File: src/rtl/fsm1011_pkg.sv
// Shared types and constants for the 1011 pattern transmitter and its detector.
package fsm1011_pkg;

    typedef enum logic {IDLE, SEND} tx_state_t;

    localparam logic [3:0]  PATTERN_1011 = 4'b1011;
    localparam int unsigned DEF_MAX_LEN  = 32;
    localparam int unsigned DEF_REP_W    = 8;

    function automatic int unsigned cnt_w(input int unsigned n);
        return (n > 1) ? $clog2(n) : 1;
    endfunction

endpackage

File: src/rtl/fsm1011_bit_timer.sv
// Down-counter that stretches each transmitted bit over BIT_DIV clocks.
module fsm1011_bit_timer
    import fsm1011_pkg::*;
#(
    parameter int unsigned BIT_DIV = 1
) (
    input  logic clk,
    input  logic rst,
    input  logic start,
    input  logic run,
    output logic first,
    output logic last
);

    localparam int unsigned   TW     = cnt_w(BIT_DIV);
    localparam logic [TW-1:0] RELOAD = TW'(BIT_DIV - 1);

    logic [TW-1:0] cnt;

    always_ff @(posedge clk) begin
        if (rst) begin
            cnt <= '0;
        end else if (start) begin
            cnt <= RELOAD;
        end else if (run) begin
            cnt <= (cnt == '0) ? RELOAD : cnt - TW'(1);
        end
    end

    assign first = run && (cnt == RELOAD);
    assign last  = run && (cnt == '0);

endmodule

File: src/rtl/fsm1011_pattern_tx.sv
// Serial MSB-first pattern source for the 1011 detector, with repeat and bit stretching.
module fsm1011_pattern_tx
    import fsm1011_pkg::*;
#(
    parameter int unsigned MAX_LEN = DEF_MAX_LEN,
    parameter int unsigned LEN_W   = $clog2(MAX_LEN + 1),
    parameter int unsigned REP_W   = DEF_REP_W,
    parameter int unsigned BIT_DIV = 1
) (
    input  logic               clk,
    input  logic               rst,
    input  logic               load_valid,
    output logic               load_ready,
    input  logic [MAX_LEN-1:0] load_pattern,
    input  logic [LEN_W-1:0]   load_len,
    input  logic [REP_W-1:0]   load_rep,
    input  logic               abort,
    output logic               x,
    output logic               x_valid,
    output logic               bit_strobe,
    output logic               busy,
    output logic               done
);

    tx_state_t          state, state_next;
    logic [MAX_LEN-1:0] pat_q;
    logic [LEN_W-1:0]   len_q, idx, idx_next, eff_len;
    logic [REP_W-1:0]   pass_cnt, pass_next;
    logic               done_q, done_next;
    logic               load_en, timer_start, bit_last;

    assign eff_len = (load_len > LEN_W'(MAX_LEN)) ? LEN_W'(MAX_LEN) : load_len;

    fsm1011_bit_timer #(.BIT_DIV(BIT_DIV)) u_timer (
        .clk   (clk),
        .rst   (rst),
        .start (timer_start),
        .run   (state == SEND),
        .first (bit_strobe),
        .last  (bit_last)
    );

    always_ff @(posedge clk) begin
        if (rst) begin
            state    <= IDLE;
            pat_q    <= '0;
            len_q    <= '0;
            idx      <= '0;
            pass_cnt <= '0;
            done_q   <= 1'b0;
        end else begin
            state    <= state_next;
            idx      <= idx_next;
            pass_cnt <= pass_next;
            done_q   <= done_next;
            if (load_en) begin
                pat_q <= load_pattern;
                len_q <= eff_len;
            end
        end
    end

    always_comb begin
        state_next  = state;
        idx_next    = idx;
        pass_next   = pass_cnt;
        done_next   = 1'b0;
        load_en     = 1'b0;
        timer_start = 1'b0;
        case (state)
            IDLE: begin
                // abort is deliberately not looked at here: a load always wins in IDLE
                if (load_valid) begin
                    load_en = 1'b1;
                    if (eff_len == '0) begin
                        done_next = 1'b1;
                    end else begin
                        state_next  = SEND;
                        idx_next    = eff_len - LEN_W'(1);
                        pass_next   = load_rep;
                        timer_start = 1'b1;
                    end
                end
            end
            SEND: begin
                if (abort) begin
                    state_next = IDLE;
                end else if (bit_last) begin
                    if (idx != '0) begin
                        idx_next = idx - LEN_W'(1);
                    end else if (pass_cnt != '0) begin
                        pass_next = pass_cnt - REP_W'(1);
                        idx_next  = len_q - LEN_W'(1);
                    end else begin
                        state_next = IDLE;
                        done_next  = 1'b1;
                    end
                end
            end
            default: state_next = IDLE;
        endcase
    end

    assign x_valid    = (state == SEND);
    assign busy       = x_valid;
    assign load_ready = (state == IDLE);
    assign done       = done_q;
    assign x          = x_valid && |(pat_q & (MAX_LEN'(1) << idx));

endmodule

File: config.mk
export PLATFORM = sky130hd
export DESIGN_NAME = fsm1011_pattern_tx
export DESIGN_NICKNAME = d
export VERILOG_FILES = /design/src/rtl/fsm1011_pkg.sv /design/src/rtl/fsm1011_bit_timer.sv /design/src/rtl/fsm1011_pattern_tx.sv
export SDC_FILE = /design/constraint.sdc
export NUM_CORES = 1
export LEC_CHECK = 0
export BUFFER_PORTS_ARGS = -buffer_cell sky130_fd_sc_hd__buf_2
export CAP_MARGIN = 20
export CORE_MARGIN = 2
export CORE_UTILIZATION = 59
export DETAILED_ROUTE_END_ITERATION = 6
export PLACE_DENSITY_LB_ADDON = 0.08
export SYNTH_ARGS = -nofsm -noshare
export SYNTH_HDL_FRONTEND = slang
export SYNTH_SLANG_ARGS = --single-unit
File: constraint.sdc
create_clock -name clk -period 5.6 [get_ports clk]
set_clock_uncertainty 0.1 [all_clocks]
set_input_delay 0.28 -clock clk [delete_from_list [all_inputs] [get_ports clk]]
set_output_delay 0.28 -clock clk [all_outputs]
set_load 0.02 [all_outputs]
==> reports/results.txt <==
Buf/Inv on CP: 1
Crit path cell chain: mux2_2, a221oi_1, a21oi_1, a2111oi_0, a311oi_1, buf_2
Vias in the first global route: 2351
Cell taking the most area after synthesis: dfxtp_1
Die width: 72.62 um
Async S/R FF share, synth: 0
Synth top cells by count: 93 x nand2_1, 60 x a21oi_1, 54 x dfxtp_1
Die H: 72.62 um
Die footprint: 5273 um^2
DRT iter0 DRCs: 181
RSZ-0062 raised after global routing: no
Post-synthesis instance total: 366
Top cell family by delay on the critical path: compound AO/OA/AOI/OAI gates
Post-Syn Area: 2778 um^2
Worst EP arrival: 2.51 ns
Max incr delay on CP: 0.76 ns
Crit-path slowest cell: dfxtp_1
Final Slew Violations: 0
Leakage: 0.001244 uW
Mapped Nets: 418
Synth Warn #: 0
TritonCTS clock tree: yes
CTS max path bufs: 2
Fin crit share: 0.5157
Dominant synthesized flop cell: dfxtp_1
Placed cells: 448
Status: finished, final reports clean
HP Class: primary input to flip-flop
Psw: 263.7 uW
Final hold slack: 0.1042 ns
Min cycle time layout: 2.888 ns
I/O pin cnt: 56
Hold Path Origin: load_pattern[10]
Crit path max fanout: 18
Final nets: 455
Number of buffers created by CTS: 5
Final ANT Viol Nets: 0
Share of layout cells above drive strength 1: 0.1881
#FFs+latches synth: 54
Drt total wl: 6290 um
Yosys cell types: 51
F_max: 346.2 MHz
Final setup TNS: 0 ns
Initial antenna violation count: 0
Relative slew margins: 0.3352
Hold buffer count at CTS: 0
Pre-Repair DR Iteration Count: 4
Largest net degree at the start of global routing: 58
# Post-CTS Setup Buffers: 0
Initial Utilization: 0.6250
Worst-Skew Late Latency: 0.30 ns
VDD IR max: 171.6 uV
Total gr overflow: 0
Max-cap violations: 0
Number of antenna diodes: 0
Int Power: 594.6 uW
Global-route wire length before repair: 10630 um
Flop pwr share: 0.520
WP data required: 5.22 ns
Clk pin slew, worst setup/hold paths: 0.10 ns
Number of clock sinks: 54
Slew @ Worst Pin: 0.9972 ns
Crit end category: output port
Clk root buf: clkbuf_8
Area grow syn2layout: 11.80%
Most frequent cell after synthesis: nand2_1
Drt wl/cell: 13.79 um
Crit path from: idx[2]
Vias after detailed routing: 2631
I/O Buffers: 55
Drt via density: 5.770
Fin. Hold Viols: 0
Mean Syn Cell Area: 7.589 um^2
Sequential area share after synthesis: 0.3892
DRC: 0
Total Routing Usage GR: 0.2499
GPL Wtd Cong: 0.8280
Post-synth EDFFs: 0
Area share of the largest cell type after synthesis: 0.3892
Startpoint Class: flip-flop
Post-cts resize count: 0
Pwr/cell area: 276.4 nW/um^2
Sw frac: 0.3073
Setup Crit Path Kind: flip-flop to output port
Clock share of power: 0.260
H-tree levels: 2
Comb power frac: 0.220
Final setup viols: 0
# rows: 24
Synth top area cells: dfxtp_1 39%, nand2_1 13%, a21oi_1 11%
Finished Core Util: 0.6988
CORE AREA: 4444 um^2
Post-DP HPWL: 4279 um
Reg-to-reg startpoint: busy
Final instance count without filler cells: 456
==> state kept, by name, summed over array words and instances (netlist names) <==
name and count:
pat_q 32, pass_cnt 8, idx 6, len_q 6
busy 1, done 1
==> cell type report <==
class | instances | area [um^2]
timing repair buffer | 58 | 297.8
tap | 52 | 65.06
multi-input combinational | 278 | 1548
clock buffer | 7 | 86.33
sequential | 54 | 1081
fill | 388 | 1339
inverter | 6 | 22.52
clock inverter | 1 | 5.005
==> tightest hold or removal path, delay by kind of cell <==
kind	cells	cell delay, ns
buffers and inverters	1	0.09
AO/OA/AOI/OAI	1	0.05
AND/OR/NAND/NOR	1	0.04
==> kinds of logic (layout without fill, tap and decap cells) <==
group | count (synthesis) | after routing | share of synthesized area
AO/OA/AOI/OAI | 98 | 98 | 0.2122
XOR/XNOR | 3 | 3 | 0.009461
adder cells (fa/ha/maj) | 2 | 2 | 0.009008
buffers and inverters | 34 | 72 | 0.05450
flip-flops | 54 | 54 | 0.3892
multiplexers | 9 | 9 | 0.03964
AND/OR/NAND/NOR | 166 | 166 | 0.2860
==> layer usage <==
layer  wire (um)  vias up  global-route usage
li1            -     1345                   -
met2        2969       67              0.4101
met5           0        -                   0
met3         310        4             0.04144
met4          42        0             0.05556
met1        2968     1215              0.3470
==> metrics by stage <==
step | worst slack, ns | instance area (um^2) | total power [uW]
floorplan | 3.190 | 2778 | 593.7
global placement | 3.116 | 3014 | 637.4
detailed placement | 3.024 | 3014 | 642.4
CTS | 2.687 | 3105 | 862.7
global route | 2.470 | 3105 | 909.7
finish | 2.712 | 3105 | 858.3
==> power groups by stage <==
stage                     clock network, uW  logic (uW)  registers (uW)
after floorplan                           0         159             435
after global placement                    0         185             453
after detailed placement                  0         188             454
after CTS                               228         189             445
after global routing                    245         215             450
final                                   223         189             446
==> final timing paths <==
path	to	slack, ns	cells past startpoint
hold reg to reg	pat_q[25]	0.36	2
setup reg to reg	idx[4]	3.19	9
setup / recovery	x	2.71	6
hold / removal	pat_q[10]	0.10	3
==> cells in the final DEF, fill, tap and decap left out, types with 2 or more instances in the layout <==
master	n
nand2_1	93
a21oi_1	60
buf_2	55
dfxtp_1	54
nor2_1	21
nor2b_1	7
o21ai_0	7
nor3b_1	6
nand3b_1	6
clkbuf_8	6
a221oi_1	5
inv_1	5
nor3_1	5
mux2i_1	5
nand2b_1	5
nand3_1	4
a31oi_1	4
mux2_2	3
o2111ai_1	3
a21o_1	3
o32ai_1	3
buf_4	3
nor3b_2	2
a311oi_1	2
and2_1	2
a22oi_1	2
a22o_1	2
or2_1	2
nor4b_1	2
xnor2_1	2
and3_1	2
ha_1	2
Note: power is estimated with default switching activity, not from simulation.
